`src/rtl/fletcher_mod_add.sv`:
```
// Ones'-complement style add modulo 2^H-1 with end-around carry; the result
// is canonicalised so that the all-ones pattern never appears.
module fletcher_mod_add #(
  parameter int H = 16
) (
  input  logic [H-1:0] i_x,
  input  logic [H-1:0] i_y,
  output logic [H-1:0] o_sum
);

  logic [H:0]   w_raw;
  logic [H-1:0] w_wrapped;

  assign w_raw     = {1'b0, i_x} + {1'b0, i_y};
  assign w_wrapped = w_raw[H] ? (w_raw[H-1:0] + H'(1)) : w_raw[H-1:0];
  assign o_sum     = (w_wrapped == {H{1'b1}}) ? '0 : w_wrapped;

endmodule

```
`config.mk`:
```
export PLATFORM = sky130hd
export DESIGN_NAME = fletcher_mod_add
export DESIGN_NICKNAME = d
export VERILOG_FILES = /design/src/rtl/fletcher_mod_add.sv
export SDC_FILE = /design/constraint.sdc
export NUM_CORES = 1
export LEC_CHECK = 0
export BUFFER_PORTS_ARGS = -buffer_cell sky130_fd_sc_hd__buf_2
export CORE_UTILIZATION = 31
export DETAILED_ROUTE_END_ITERATION = 8
export PLACE_DENSITY = 0.62
export REMOVE_ABC_BUFFERS = 1
export SLEW_MARGIN = 30
export SYNTH_ARGS = -nofsm -noshare
export SYNTH_HDL_FRONTEND = slang
export SYNTH_SLANG_ARGS = --single-unit
```
`constraint.sdc`:
```
create_clock -name vclk -period 4.4
set_input_delay 0.88 -clock vclk [all_inputs]
set_output_delay 0.88 -clock vclk [all_outputs]
set_load 0.03 [all_outputs]
```
* After elaboration in Yosys (flattened, before gate mapping) *
Cells that the tools add are included.

word-level totals
  register bits = 0
  bits of input ports = 32
  output and inout port bits = 16
  word-level logic and storage cells = 5

cells by class
  add/sub/neg operators = 2
  equality and inequality tests = 1
  muxes and demuxes = 2

operators by type and width
  kind                                                              count
  16-bit two-way mux                                                2
  16-bit by 16-bit adder with 17-bit output                         1
  16-bit by 1-bit adder with 16-bit output (second input constant)  1
  16-bit == test (second input constant)                            1

* Logic depth before layout (Yosys ltp) *
Gate-level depths: netlist of the first run.

  word-level depth = 5
  gate-level depth with buffers = 13
  gate-level depth less buffers = 11

* Least setup slack after synthesis of the first run *
OpenSTA, ideal clock, no wires.

  path kind = input -> output
  from = input port i_x[0]
  to = output port o_sum[11]
  data arrival time = 3764 ps
  required time = 3520 ps
  slack = -244 ps
  stages = 12
  path buffers = 1
  path through = ha_1 -> fa_1 -> a21o_1 -> a311oi_2 -> nor3_1 -> nor4b_4 -> nand4_1 -> nor3_1 -> xor2_1 -> nor4_4 -> buf_6 -> nor2_1

on the way
  word-level cells in the longest chain between the ends = 5

ends and longest elaborated chain
  what                                         RTL line  text
  from (decl)                                  6         input logic [H-1:0] i_x,
  16-bit by 16-bit adder with 17-bit output *  14        assign w_raw = {1'b0, i_x} + {1'b0, i_y};
  16-bit by 1-bit adder with 16-bit output     15        assign w_wrapped = w_raw[H] ? (w_raw[H-1:0] + H'(1)) : w_raw[H-1:0];
  16-bit two-way mux *                         15
  16-bit == test                               16        assign o_sum = (w_wrapped == {H{1'b1}}) ? '0 : w_wrapped;
  16-bit two-way mux *                         16
  to (decl)                                    8         output logic [H-1:0] o_sum

Mark *: on every way between the ends. The rest lies on a longest branch, timed or not.

* Final worst setup path of the first run *
  from = input port i_y[0]
  to = output port o_sum[10]

on the way
  word-level cells in the longest chain between the ends = 5

ends and longest elaborated chain
  what                                         RTL line  text
  from (decl)                                  7         input logic [H-1:0] i_y,
  16-bit by 16-bit adder with 17-bit output *  14
  16-bit by 1-bit adder with 16-bit output     15
  16-bit two-way mux *                         15
  16-bit == test                               16
  16-bit two-way mux *                         16

Marked as above.

==> key figures, run 1 <==
Job
  – Max Cap Viol: 0

Yosys
  – Synth Warn #: 0
  – Mux contribution to synthesized area: 1.42%
  – Synth cell types: 55
  – Complex-gate fraction of the synthesized area: 24.9%
  – Synthesized instance count: 199
  – Main combinational cell family by area after synthesis: simple AND/OR/NAND/NOR gates
  – Register area share after synthesis: 0%
  – Syn Area/Cell: 7.10 um2
  – Leading area contributor after synthesis: ha_1
  – Post-synthesis simple-gate area fraction: 38.1%
  – Post-synthesis xor/xnor area fraction: 14.2%
  – Cell Area, Synth: 1410 um2
  – Ranking of synthesized cells by area: ha_1 15%, xor2_1 7.4%, xnor2_1 6.8%
  – Adder-cell share of the synthesized area: 16.5%
  – Post-synth top area share: 15.0%

Global routing
  – Vias in the first global route: 1698
  – Largest net degree at the start of global routing: 11
  – Grt ovf: 0
  – All-Layer GR Usage: 16.6%
  – Initial antenna violation count: 0
  – First-pass GRT wire length: 7030 um

Worst setup path
  – CP Max Fanout: 3
  – Worst path slowest cell: or4_1
  – Crit path top cell by count: buf_6
  – Buf/Inv on CP: 4
  – Critical path depth in cells: 15
  – Crit path from: i_y[0]
  – Setup CP Type: in2out
  – Top cell family by delay on the critical path: simple AND/OR/NAND/NOR gates
  – Worst Setup Start Kind: primary input
  – Ordered cell list for the critical path: buf_6 > ha_4 > fa_2 > buf_6 > nand3_4 > a21o_1 > buf_6 > and3b_2 > nor4b_4 > nand3_2 > nor4_4 > xnor2_2 > or4_1 > and2_4 > buf_6
  – CP Data Arrival Time: 3.77 ns
  – Worst path max stage delay: 0.52 ns
  – CP endpoint kind: output port
  – Req. time, crit path: 3.52 ns

Final layout
  – Number of inserted diodes: 0
  – Flip-flop and latch count: 0
  – Layout Nets: 353
  – Multi-input gate area: 1540 um2
  – Register area: 0 um2
  – Clkbuf count: 0
  – Area Growth Syn to Fin: 71.1%
  – Layout cells sized above 1: 49.8%
  – # fillers: 410

Die
  – Die ar.: 4840 um2
  – DIE HEIGHT: 69.5 um
  – Number of I/O pins: 48
  – Core Rows: 24
  – Die extent in x: 69.5 um
  – Total core area: 4350 um2
  – Initial Util: 32.5%

Routing
  – Drt first pass iters: 4
  – DRC: 0
  – Via count: 1811
  – DR vias/cell: 5.13
  – Drt total wl: 4000 um
  – Avg WL per Cell: 11.3 um
  – Detail Route Antenna Nets: 0
  – Initial DRC count: 41

Timing
  – Worst-margin pin slew: 0.477 ns
  – Max-slew headroom: 67.8%
  – Slew Limit Fails: 0
  – FMAX: 0.215 GHz
  – Final hold vios: 0
  – Min Tclk post-route: 4.65 ns
  – Hold WS: 2.27 ns
  – Final Worst Setup Slack: -0.246 ns
  – RSZ-0062 raised after global routing: yes
  – # setup viols final: 16
  – Period utilization: 106%

Power
  – Leak: 1.09 nW
  – NetSw: 0.268 mW
  – Power density over the cells: 214 nW/um2
  – Worst VDD drop: 0.0711 mV
  – Internal: 0.249 mW
  – Switching part of the total power: 51.8%
  – Combinational fraction of design power: 100.0%
  – Clock share of power: 0%
  – Sequential power share: 0%

Place
  – Placer Congestion: 0.832
  – Post-Place Worst Slack: -0.470 ns
  – Post-DP HPWL: 3290 um
  – IO Port Bufs: 48

Hold path
  – Min-delay worst type: in2out
  – Worst hold path depth: 5
  – Hold path startpoint: i_x[0]

Clock tree
  – CTS hold repair buffers: 0

Outcome
  – Status: finished, violations left
  – Violated checks: setup timing
## metrics by stage
stage / cell area (um2) / utilization, % / instances / power, mW / setup TNS [ns]
global placement: 2100 / 48.2 / 348 / 0.434 / -5.27
floorplan: 1360 / - / 190 / 0.272 / -4.47
finish: 2420 / 55.5 / 353 / 0.518 / -3.04
detailed placement: 2100 / 48.2 / 348 / 0.439 / -5.97
global route: 2420 / 55.5 / 353 / 0.561 / -5.69
CTS: 2410 / 55.3 / 353 / 0.512 / -3.24
## synthesized netlist by cell type, types with 3 or more instances
cell type	instances
a21oi_1	15
a211oi_1	3
nor4_1	3
a21o_1	3
xnor2_1	11
nand2_1	22
nor3_1	5
ha_1	17
xor2_1	12
o21ai_0	7
and2_1	3
nand3_1	7
inv_1	3
nor2_1	20
buf_2	4
nand4_1	10
## cell type report
| cell class | instances | share of cell area [%] |
|---|---|---|
| Inverter | 3 | 0.466 |
| Multi-Input combinational cell | 187 | 63.8 |
| Tap cell | 52 | 2.69 |
| Timing Repair Buffer | 111 | 33.1 |
## power groups by stage
stage / Clock, mW / Sequential [mW] / Combinational (mW)
final: 0 / 0 / 0.518
after global routing: 0 / 0 / 0.561
after CTS: 0 / 0 / 0.512
after detailed placement: 0 / 0 / 0.439
after global placement: 0 / 0 / 0.434
after floorplan: 0 / 0 / 0.272
## cells in the final DEF (no fill, tap or decap), types with 3 or more instances in the layout
cell,n
o21ai_0,6
xor2_1,12
xnor2_1,10
nor2_1,15
inv_1,3
a211oi_1,3
nor4_1,3
nor3_2,4
nand3_1,5
nand4_1,10
ha_1,10
a21oi_1,14
nor2_2,5
a21o_1,3
buf_4,70
ha_4,5
buf_2,30
nand2_1,21
buf_6,11
## per-layer routing
layer  vias up  track usage (%)  wire (um)
met5         -                0          0
met4         0            0.227          0
met3         0            0.291         72
met2        23             31.4       2070
met1       828             22.2       1860
li1        960                -          -
## timing repair
| action | CTS | global route |
|---|---|---|
| setup buffers | 5 | 0 |
| resized for setup | 59 | 4 |
| setup endpoints to repair | 16 | 16 |
| pin swaps | 17 | 3 |
## worst paths after layout
kind	endpoint	slack [ns]
worst max-delay path	o_sum[10]	-0.25
worst min-delay path	o_sum[0]	2.27
## cell families after synthesis
| family | count (synthesis) |
|---|---|
| xor gates and xnor gates | 23 |
| adders and majority gates | 18 |
| and+or+nand+nor | 94 |
| AOI/OAI and AO/OA | 50 |
| buffers and inverters | 12 |
| muxes | 2 |
Power figures use the tool's default switching activity.
==> run 2: changes to the inputs <==
--- a/config.mk
+++ b/config.mk
@@ -10,6 +10,8 @@
 export DETAILED_ROUTE_END_ITERATION = 8
 export PLACE_DENSITY = 0.62
 export REMOVE_ABC_BUFFERS = 1
+export SETUP_SLACK_MARGIN = 0.05
+export SKIP_LAST_GASP = 1
 export SLEW_MARGIN = 30
 export SYNTH_ARGS = -nofsm -noshare
 export SYNTH_HDL_FRONTEND = slang
==> key figures, run 2 (same netlist as run 1, synthesis figures left out) <==
Outcome
  – Status: finished, violations left
  – Violated checks: setup timing

Timing
  – Max-slew headroom: 67.8% (unchanged)
  – Min Tclk post-route: 4.65 ns (+0.00533 ns)
  – FMAX: 0.215 GHz (-0.11%)
  – Setup TNS: -3.10 ns (-0.0552 ns)
  – RSZ-0062 raised after global routing: yes
  – Worst-margin pin slew: 0.477 ns (unchanged)
  – Final hold vios: 0 (unchanged)
  – Hold WS: 2.28 ns (+0.00590 ns)
  – Final Worst Setup Slack: -0.251 ns (-0.00533 ns)
  – Period utilization: 106% (+0.12 points)
  – # setup viols final: 16 (unchanged)
  – Slew Limit Fails: 0 (unchanged)

Die
  – Total core area: 4350 um2 (unchanged)
  – Die extent in x: 69.5 um (unchanged)
  – Initial Util: 32.5% (unchanged)
  – Number of I/O pins: 48 (unchanged)
  – DIE HEIGHT: 69.5 um (unchanged)
  – Core Rows: 24 (unchanged)
  – Die ar.: 4840 um2 (unchanged)

Global routing
  – Largest net degree at the start of global routing: 11 (unchanged)
  – Grt ovf: 0 (unchanged)
  – Vias in the first global route: 1698 (unchanged)
  – Initial antenna violation count: 0 (unchanged)
  – First-pass GRT wire length: 7030 um (unchanged)
  – All-Layer GR Usage: 16.6% (unchanged)

Worst setup path
  – Worst path max stage delay: 0.52 ns (about the same)
  – CP Data Arrival Time: 3.77 ns (about the same)
  – CP endpoint kind: output port
  – Worst Setup Start Kind: primary input
  – Buf/Inv on CP: 4 (unchanged)
  – CP Max Fanout: 3 (unchanged)
  – Worst path slowest cell: or4_1
  – Req. time, crit path: 3.52 ns (about the same)
  – Crit path top cell by count: buf_6
  – Top cell family by delay on the critical path: simple AND/OR/NAND/NOR gates
  – Ordered cell list for the critical path: buf_6 > ha_4 > fa_2 > buf_6 > nand3_4 > a21o_1 > buf_6 > and3b_2 > nor4b_4 > nand3_2 > nor4_4 > xnor2_2 > or4_1 > and2_4 > buf_6
  – Setup CP Type: in2out

Routing
  – Initial DRC count: 51 (+24%)
  – Via count: 1812 (+0.055%)
  – DR vias/cell: 5.12 (-0.23%)
  – Detail Route Antenna Nets: 0 (unchanged)
  – DRC: 0 (unchanged)
  – Avg WL per Cell: 11.4 um (+0.51%)
  – Drt first pass iters: 4 (unchanged)
  – Drt total wl: 4040 um (+0.80%)

Final layout
  – Layout Nets: 354 (+0.28%)
  – Finished Layout Cells: 354 (+0.28%)
  – Most common cell after layout, fill and taps aside: buf_4
  – Area Growth Syn to Fin: 69.8%
  – Clkbuf count: 0 (unchanged)
  – Number of inserted diodes: 0 (unchanged)
  – Flip-flop and latch count: 0 (unchanged)
  – Layout Utilization: 55.1% (-0.40 points)
  – Most frequent cells in the layout: 61 x buf_4, 40 x buf_2, 21 x nand2_1, 15 x nor2_1, 14 x a21oi_1
  – Layout cells sized above 1: 50.0% (+0.17 points)
  – Register area: 0 um2 (unchanged)

Power
  – Worst VDD drop: 0.0688 mV (-3.3%)
  – Pwr Total: 0.508 mW (-1.9%)
  – Power density over the cells: 212 nW/um2 (-1.2%)
  – Leak: 1.08 nW (-0.46%)

Hold path
  – Min-delay worst type: in2out

Place
  – Post-DP HPWL: 3290 um (unchanged)
  – Post-Place Cells: 348 (unchanged)
  – Placer Congestion: 0.832 (unchanged)
  – IO Port Bufs: 48 (unchanged)

Clock tree
  – CTS hold repair buffers: 0 (unchanged)

Job
  – Max Cap Viol: 0 (unchanged)
run 2: changes by cell type in the layout (fill, tap and decap cells not counted), sizes merged:
| cell | previous run | this run |
|---|---|---|
| buf | 111 | 112 |
run 2: final timing paths:
path | from | cells past startpoint | to
setup / recovery | i_y[0] | 15 | o_sum[10]
hold / removal | i_x[0] | 5 | o_sum[0]
run 2: layer usage:
metal  routed length, um  track usage (%)  vias to the layer above
met5                   0                0                        -
met4                   0            0.227                        0
met3                  70            0.291                        0
met2                2080             31.4                       23
met1                1890             22.2                      826
li1                    -                -                      963
run 2: cell type report:
class              count  area, um2
repair buffers       112        782
multi-input cells    187       1540
well taps             52       65.1
inverters              3       11.3
fillers              414       1950
run 2: stage by stage:
step           worst slack [ns]  area, um2
2_1_floorplan            -0.288       1360
3_3_place_gp             -0.410       2100
3_5_place_dp             -0.470       2100
4_1_cts                  -0.235       2380
5_1_grt                  -0.383       2400
6_report                 -0.251       2400
run 2: report_power, final:
| group | total, mW | switching (mW) | internal (mW) |
|---|---|---|---|
| Combinational | 0.508 | 0.268 | 0.240 |
| Sequential | 0 | 0 | 0 |
| Clock | 0 | 0 | 0 |
| Total | 0.508 | 0.268 | 0.240 |
run 2: repair_timing:
| action | in CTS | in global routing |
|---|---|---|
| pin swaps | 17 | 4 |
| resized for setup | 49 | 4 |
| buffers inserted | 5 | 1 |
| endpoints found under the setup margin | 16 | 16 |
